[config.mk]
export PLATFORM = sky130hd
export DESIGN_NAME = fifo_rd_stream_flat
export DESIGN_NICKNAME = d
export VERILOG_FILES = /design/src/rtl/fifo_rd_stream_if.sv /design/src/rtl/fifo_rd_stream.sv /design/src/flat_wrapper.sv
export SDC_FILE = /design/constraint.sdc
export NUM_CORES = 1
export LEC_CHECK = 0
export ABC_AREA = 1
export ABC_CLOCK_PERIOD_IN_PS = 7950
export CAP_MARGIN = 20
export CORE_ASPECT_RATIO = 1.4
export CORE_MARGIN = 5
export CORE_UTILIZATION = 51
export CTS_CLUSTER_DIAMETER = 80
export DETAILED_ROUTE_END_ITERATION = 8
export PLACE_DENSITY = 0.83
export SYNTH_ARGS = -nofsm -noshare
export SYNTH_HDL_FRONTEND = slang
export SYNTH_SLANG_ARGS = --single-unit
export TNS_END_PERCENT = 20
[constraint.sdc]
create_clock -name r_clk -period 7.95 [get_ports r_clk]
set_clock_uncertainty 0.2 [all_clocks]
set_input_delay 2.385 -clock r_clk [delete_from_list [all_inputs] [get_ports r_clk]]
set_output_delay 2.385 -clock r_clk [all_outputs]
set_load 0.05 [all_outputs]
[src/rtl/fifo_rd_stream_if.sv]
// Valid/ready stream carrying FIFO read data to a downstream consumer.
interface fifo_rd_stream_if #(
  parameter int unsigned DATA_W = 8
);
  logic              m_valid;
  logic              m_ready;
  logic [DATA_W-1:0] m_data;

  modport master (output m_valid, output m_data, input m_ready);
  modport slave  (input m_valid, input m_data, output m_ready);
endinterface

[src/rtl/fifo_rd_stream.sv]
// FIFO read-side stage: issues RAM reads and presents the returned words as a
// first-word-fall-through stream through a 2-entry head/skid buffer.
module fifo_rd_stream #(
  parameter int unsigned DATA_W    = 8,
  parameter int unsigned BUF_DEPTH = 2
) (
  input  logic              r_clk,
  input  logic              rst,
  input  logic              r_empty,
  output logic              r_en,
  input  logic [DATA_W-1:0] rd_data,
  input  logic              flush,
  fifo_rd_stream_if.master  m,
  output logic [1:0]        occ
);

  logic [1:0]        occ_q;
  logic              inflight_q;
  logic [DATA_W-1:0] head_q;
  logic [DATA_W-1:0] skid_q;
  logic              pop;
  logic              accept;
  logic [2:0]        fill_next;

  // fill_next cannot underflow: pop requires occ_q >= 1.
  always_comb begin
    pop       = m.m_valid & m.m_ready;
    fill_next = 3'(occ_q) + 3'(inflight_q) - 3'(pop);
    r_en      = ~rst & ~flush & ~r_empty & (fill_next < 3'(BUF_DEPTH));
    accept    = r_en & ~r_empty;
  end

  assign m.m_valid = (occ_q != 2'd0);
  assign m.m_data  = head_q;
  assign occ       = occ_q;

  always_ff @(posedge r_clk) begin
    if (rst) begin
      occ_q      <= 2'd0;
      inflight_q <= 1'b0;
      head_q     <= '0;
      skid_q     <= '0;
    end else if (flush) begin
      occ_q      <= 2'd0;
      inflight_q <= 1'b0;
    end else begin
      occ_q      <= fill_next[1:0];
      inflight_q <= accept;
      case (occ_q)
        2'd0: if (inflight_q) head_q <= rd_data;
        2'd1: begin
          if (inflight_q) begin
            if (pop) head_q <= rd_data;
            else     skid_q <= rd_data;
          end
        end
        // A full buffer blocks reads, so no capture can coincide with this.
        2'd2: if (pop) head_q <= skid_q;
        default: ;
      endcase
    end
  end

endmodule
[src/flat_wrapper.sv]
// flat-port wrapper written by rule: the top's interface ports become plain ports
module fifo_rd_stream_flat 
#(
  parameter int unsigned DATA_W    = 8,
  parameter int unsigned BUF_DEPTH = 2
)
  (r_clk, rst, r_empty, r_en, rd_data, flush, occ, m_m_valid, m_m_data, m_m_ready);
  fifo_rd_stream_if #(.DATA_W(DATA_W)) m_i ();
  input  logic r_clk;
  input  logic rst;
  input  logic r_empty;
  output logic r_en;
  input  logic [DATA_W-1:0] rd_data;
  input  logic flush;
  output logic [1:0] occ;
  output wire logic [$bits(m_i.m_valid)-1:0] m_m_valid;
  output wire logic [$bits(m_i.m_data)-1:0] m_m_data;
  input wire logic [$bits(m_i.m_ready)-1:0] m_m_ready;
  assign m_m_valid = m_i.m_valid;
  assign m_m_data = m_i.m_data;
  assign m_i.m_ready = m_m_ready;
  fifo_rd_stream #(.DATA_W(DATA_W), .BUF_DEPTH(BUF_DEPTH)) u_core (.r_clk(r_clk), .rst(rst), .r_empty(r_empty), .r_en(r_en), .rd_data(rd_data), .flush(flush), .m(m_i), .occ(occ));
endmodule
Word-level counts from Yosys, hierarchy flattened --
Index checks and enable logic that the tools add are counted.
Word-level totals: register bits after elaboration 19, output and inout port bits 12, logic and storage cells 33
Cells by class: add/sub/neg operators 2, magnitude comparators 1, equal/unequal tests 6, muxes and demuxes 5, bitwise gates (word level) 9, reductions and logical operators 6
Operator list (number):
- two-way mux 8 bit | 4
- one-hot mux 8 bit (3 select lines) | 1
- != test 2 x 1 -> 1 bit, second input constant | 4
- AND reduction 6 bit | 1
- AND 1 bit | 5
- inverter 1 bit | 4
- AND reduction 4 bit | 1
- adder 2 x 1 -> 3 bit | 1
- < comparator 3 x 2 -> 1 bit, second input constant | 1
- nonzero test 3 bit | 1
- subtractor 3 x 1 -> 3 bit | 1
- equality test 2 x 1 -> 1 bit, second input constant | 1
- equality test 2 bit, second input constant | 1
- logical NOT 2 bit | 1
- nonzero test 2 bit | 1
- OR reduction 2 bit | 1

Logic depth before layout (Yosys ltp) --
Gate-level depths: netlist of the first run.
word-level depth 6, mapped depth 11

Least setup slack after synthesis of the first run --
No wires, ideal clock.
path type in2out, from input port m_m_ready, to output port r_en, arrival time 5.031 ns, required time 5.365 ns, slack 0.334 ns, cell stages on the path 7, buffers on the path 0, cells stage by stage nand2_4 -> inv_1 -> ha_1 -> inv_1 -> ha_1 -> fa_1 -> nor4_1
On the way: word-level cells in the longest chain between the ends 4
Ends and longest elaborated chain:
- start: declaration | RTL line flat_wrapper.sv:18 | input wire logic [$bits(m_i.m_ready)-1:0] m_m_ready;
- AND 1 bit | RTL line fifo_rd_stream.sv:27 | pop = m.m_valid & m.m_ready;
- subtractor 3 x 1 -> 3 bit | RTL line fifo_rd_stream.sv:28 | fill_next = 3'(occ_q) + 3'(inflight_q) - 3'(pop);
- named net u_core.fill_next[1] | RTL line fifo_rd_stream.sv:23 | logic [2:0] fill_next;
- < comparator 3 x 2 -> 1 bit | RTL line fifo_rd_stream.sv:29 | r_en = ~rst & ~flush & ~r_empty & (fill_next < 3'(BUF_DEPTH));
- AND 1 bit | RTL line fifo_rd_stream.sv:29
- end: declaration | RTL line flat_wrapper.sv:12 | output logic r_en;
The timed path passes the listed nets, and every way through them passes these cells.

Final worst setup path of the first run --
Ends and elaborated chain as after synthesis.

==> results of run 1 <==
-- Yosys cell counts (2+ instances only) --
cell,instances,area [sq um]
nand2_1,42,158
dfxtp_1,19,380
nor2_1,18,67.6
inv_1,16,60.1
nand3_1,16,80.1
a21oi_1,7,35.0
nand2_4,3,33.8
buf_6,2,22.5
ha_1,2,25.0
nand2_2,2,12.5
nor4_1,2,12.5
-- sequential cells by signal, indices dropped and copies added, names as in the netlist --
register,cells
u_core.skid_q,8
u_core.m.m_data,8
u_core.occ,2
u_core.inflight_q,1
-- cells in the final DEF, fill, tap and decap left out --
cell type and n:
nor2_2 1, clkdlybuf4s50_1 23, clkinv_2 1, a21oi_2 1, nor2_1 18, nand3_4 1, o21ai_1 1, nand3_1 16
nor4_1 2, xnor2_1 1, buf_4 1, inv_1 16, nand2_1 42, inv_2 1, nand2_2 2, inv_4 1
a21oi_1 7, clkbuf_4 3, ha_1 2, dfxtp_1 19, nor2_4 1, nand2_4 3, clkinv_1 1, fa_1 1
-- cells by family after synthesis --
| logic type | count (synthesis) | synth area share (%) |
|---|---|---|
| AOI/OAI and AO/OA | 9 | 4.96 |
| xor gates and xnor gates | 1 | 0.891 |
| adders and majority gates | 3 | 4.58 |
| buffers and inverters | 22 | 10.3 |
| DFF | 19 | 38.7 |
| and+or+nand+nor | 86 | 40.6 |
-- per-layer routing --
layer	global-route usage [%]	vias up
li1	-	491
met1	18.7	399
met2	28.2	27
met3	2.59	4
met4	7.11	0
met5	0	-
-- how the worst max path moves through the flow --
stage / start / cells after the start / to / slack (ns)
global placement: m_m_ready / 9 / r_en / 0.84
finish: m_m_ready / 9 / r_en / 0.74
global route: m_m_ready / 9 / r_en / 0.59
floorplan: m_m_ready / 7 / r_en / 0.33
CTS: m_m_ready / 9 / r_en / 0.75
detailed placement: m_m_ready / 9 / r_en / 0.75
-- worst max-delay path, stage by stage --
cell	delay (ns)
clkdlybuf4s50_1	0.46
nand2_4	0.17
inv_1	0.06
ha_1	0.26
inv_1	0.04
ha_1	0.20
fa_1	0.48
nor4_1	0.31
buf_4	0.26
-- stage by stage --
step	instances	worst slack (ns)	hold WS, ns
6_report	185	0.739	0.270
5_1_grt	185	0.587	0.300
4_1_cts	185	0.751	0.276
3_5_place_dp	181	0.754	0.259
3_3_place_gp	181	0.845	0.248
2_1_floorplan	140	0.334	0.240
-- final cells by class --
cell class / instances / share of cell area [%]
clock buffer: 3 / 1.81
clock inverter: 1 / 0.402
inverter: 19 / 5.92
multi-input combinational: 99 / 40.3
sequential: 19 / 30.5
tap: 20 / 2.01
timing repair buffer: 24 / 19.1
-- power by group --
group          internal [mW]  switching [mW]  total [mW]
Clock                 0.0188          0.0307      0.0496
Combinational         0.0146          0.0227      0.0373
Sequential            0.0978         0.00186      0.0996
==> metrics.log, run 1 <==
[metrics] clock tree root driver cell: clkbuf_4
[metrics] sum of routed wire length over all layers: a little over 2 mm
[metrics] number of cells traversed by the worst register-to-register path: 9
[metrics] synthesized netlist cell count: 140
[metrics] R2R Path Start: u_core.occ[1]
[metrics] synthesized net count: 156
[metrics] number of vias per cell after detailed routing: between 4 and 5
[metrics] final core utilization: 69.2%
[metrics] type of destination of the critical path: output port
[metrics] total CTS buffers: 3
[metrics] Seq cells post-synth: 19
[metrics] antenna violations before repair: 0
[metrics] Worst Tran Pin Value: 0.605 ns
[metrics] DIE AREA: 2920 sq um
[metrics] Final Net Count: roughly 180
[metrics] Non-Filler Cell Area, Final: 1250 sq um
[metrics] deepest clock path buffer count: 2
[metrics] CTS H-tree lvls: 1
[metrics] floorplan core area: approximately 1800 sq um
[metrics] Pwr Density: 150 nW/um^2
[metrics] HPWL after detailed placement: 1.52 mm
[metrics] power consumption: roughly 190 uW
[metrics] metal3 WL: 99 microns
[metrics] standby leakage power: 0.564 nW
[metrics] HP Class: flip-flop to flip-flop
[metrics] number of buffer cells added on primary ports: 24
[metrics] setup repair after global routing missed its margin: false
[metrics] die boundary width: roughly 47 microns
[metrics] max-cap violation count: 0
[metrics] Min-Delay Startpoint: u_core.skid_q[0]
[metrics] count of pins on the block boundary: 25
[metrics] worst hold stages: 2
[metrics] Setup crit start kind: input pin
[metrics] instance area at placement: 1220 sq um
[metrics] count of yosys warnings during synthesis: 0
[metrics] number of max-slew violations in the final report: 0
[metrics] post-CTS clock slew at the launch and capture registers of the worst setup and hold paths: 0.10 ns
[metrics] RePlAce Congestion: 0.791
[metrics] count of instances resized after the clock tree is built: 0
[metrics] share of synthesized area occupied by flip-flops and latches: 38.7%
[metrics] clock sinks: 19
[metrics] run status: finished clean
[metrics] Row Count: 18
[metrics] Area growth, synth to finish: 26.7%
[metrics] number of buffers inserted to repair setup after CTS: 0
[metrics] DR top layer: met4
[metrics] EDFF count, synth: 0
[metrics] top fanout value on the critical path: 10
[metrics] CP Class: input pin to output port
[metrics] Worst VDD drop: 0.000110 V
[metrics] overflow left after global routing: 0
[metrics] remaining max-slew budget at the tightest pin: between 50% and 60%
[metrics] Post-Synthesis Mean Instance Area: 7.02 sq um
[metrics] setup slack, reg-to-reg: 5.46 ns
[metrics] final hold vios: 0
[metrics] required time of the worst setup path: between 5 and 6 ns
[metrics] global-route wire length before repair: between 3 and 4 mm
[metrics] detailed-route DRC error count: 0
[metrics] final setup violation count: 0
[metrics] area occupied by registers: about 380 sq um
[metrics] Skew-Pair Late Insertion Delay: around 0.30 ns
[metrics] GR Util All Layers: around 16%
[metrics] number of DRC markers in iteration 0: 21
[metrics] share of async-settable or async-resettable flops after synthesis: 0%
[metrics] detailed-route wire length per cell: 10.9 microns
[metrics] CTS tree: yes
[metrics] via count: 921
[metrics] pin count of the biggest net entering global routing: 17
[metrics] timing-limited maximum frequency: 139 MHz
[metrics] share of cells above drive strength 1: approximately a tenth
[metrics] Distinct cells, synth: 22
[metrics] shortest clock period the worst path allows after layout: 7.21 ns
[metrics] fill count: 170
[metrics] initial cell density of the core: 54.6%
[metrics] # diodes: 0
[metrics] Post-synth top flop: dfxtp_1
[metrics] Reg-to-Reg End: u_core.inflight_q
[metrics] die height: 62.0 microns
[metrics] met2 routed WL: a little over 1 mm
[metrics] Cell Area, Synth: 983 sq um
[metrics] end of the worst hold path: u_core.skid_q[0]
[metrics] number of hold buffers added after cts: 0
[metrics] post-detailed-route count of antenna-violating nets: 0
[metrics] area of combinational cells with multiple inputs: 502 sq um
[metrics] via count of the first global-routing pass: roughly 820
[metrics] Final Cycle Share: 90.7%
[metrics] drt pass-1 iters: 4
[metrics] final sum of negative setup slack: 0 ns
[metrics] Met1 Wirelength: 861 microns
[metrics] WP data arrival: 4.63 ns
Power figures use the tool's default switching activity.
==> run 2: changes to the inputs <==
SETUP_SLACK_MARGIN = 0.02   (was default)
==> results of run 2 <==
Same layout as run 1: the final DEF is identical, and so are final timing and power.
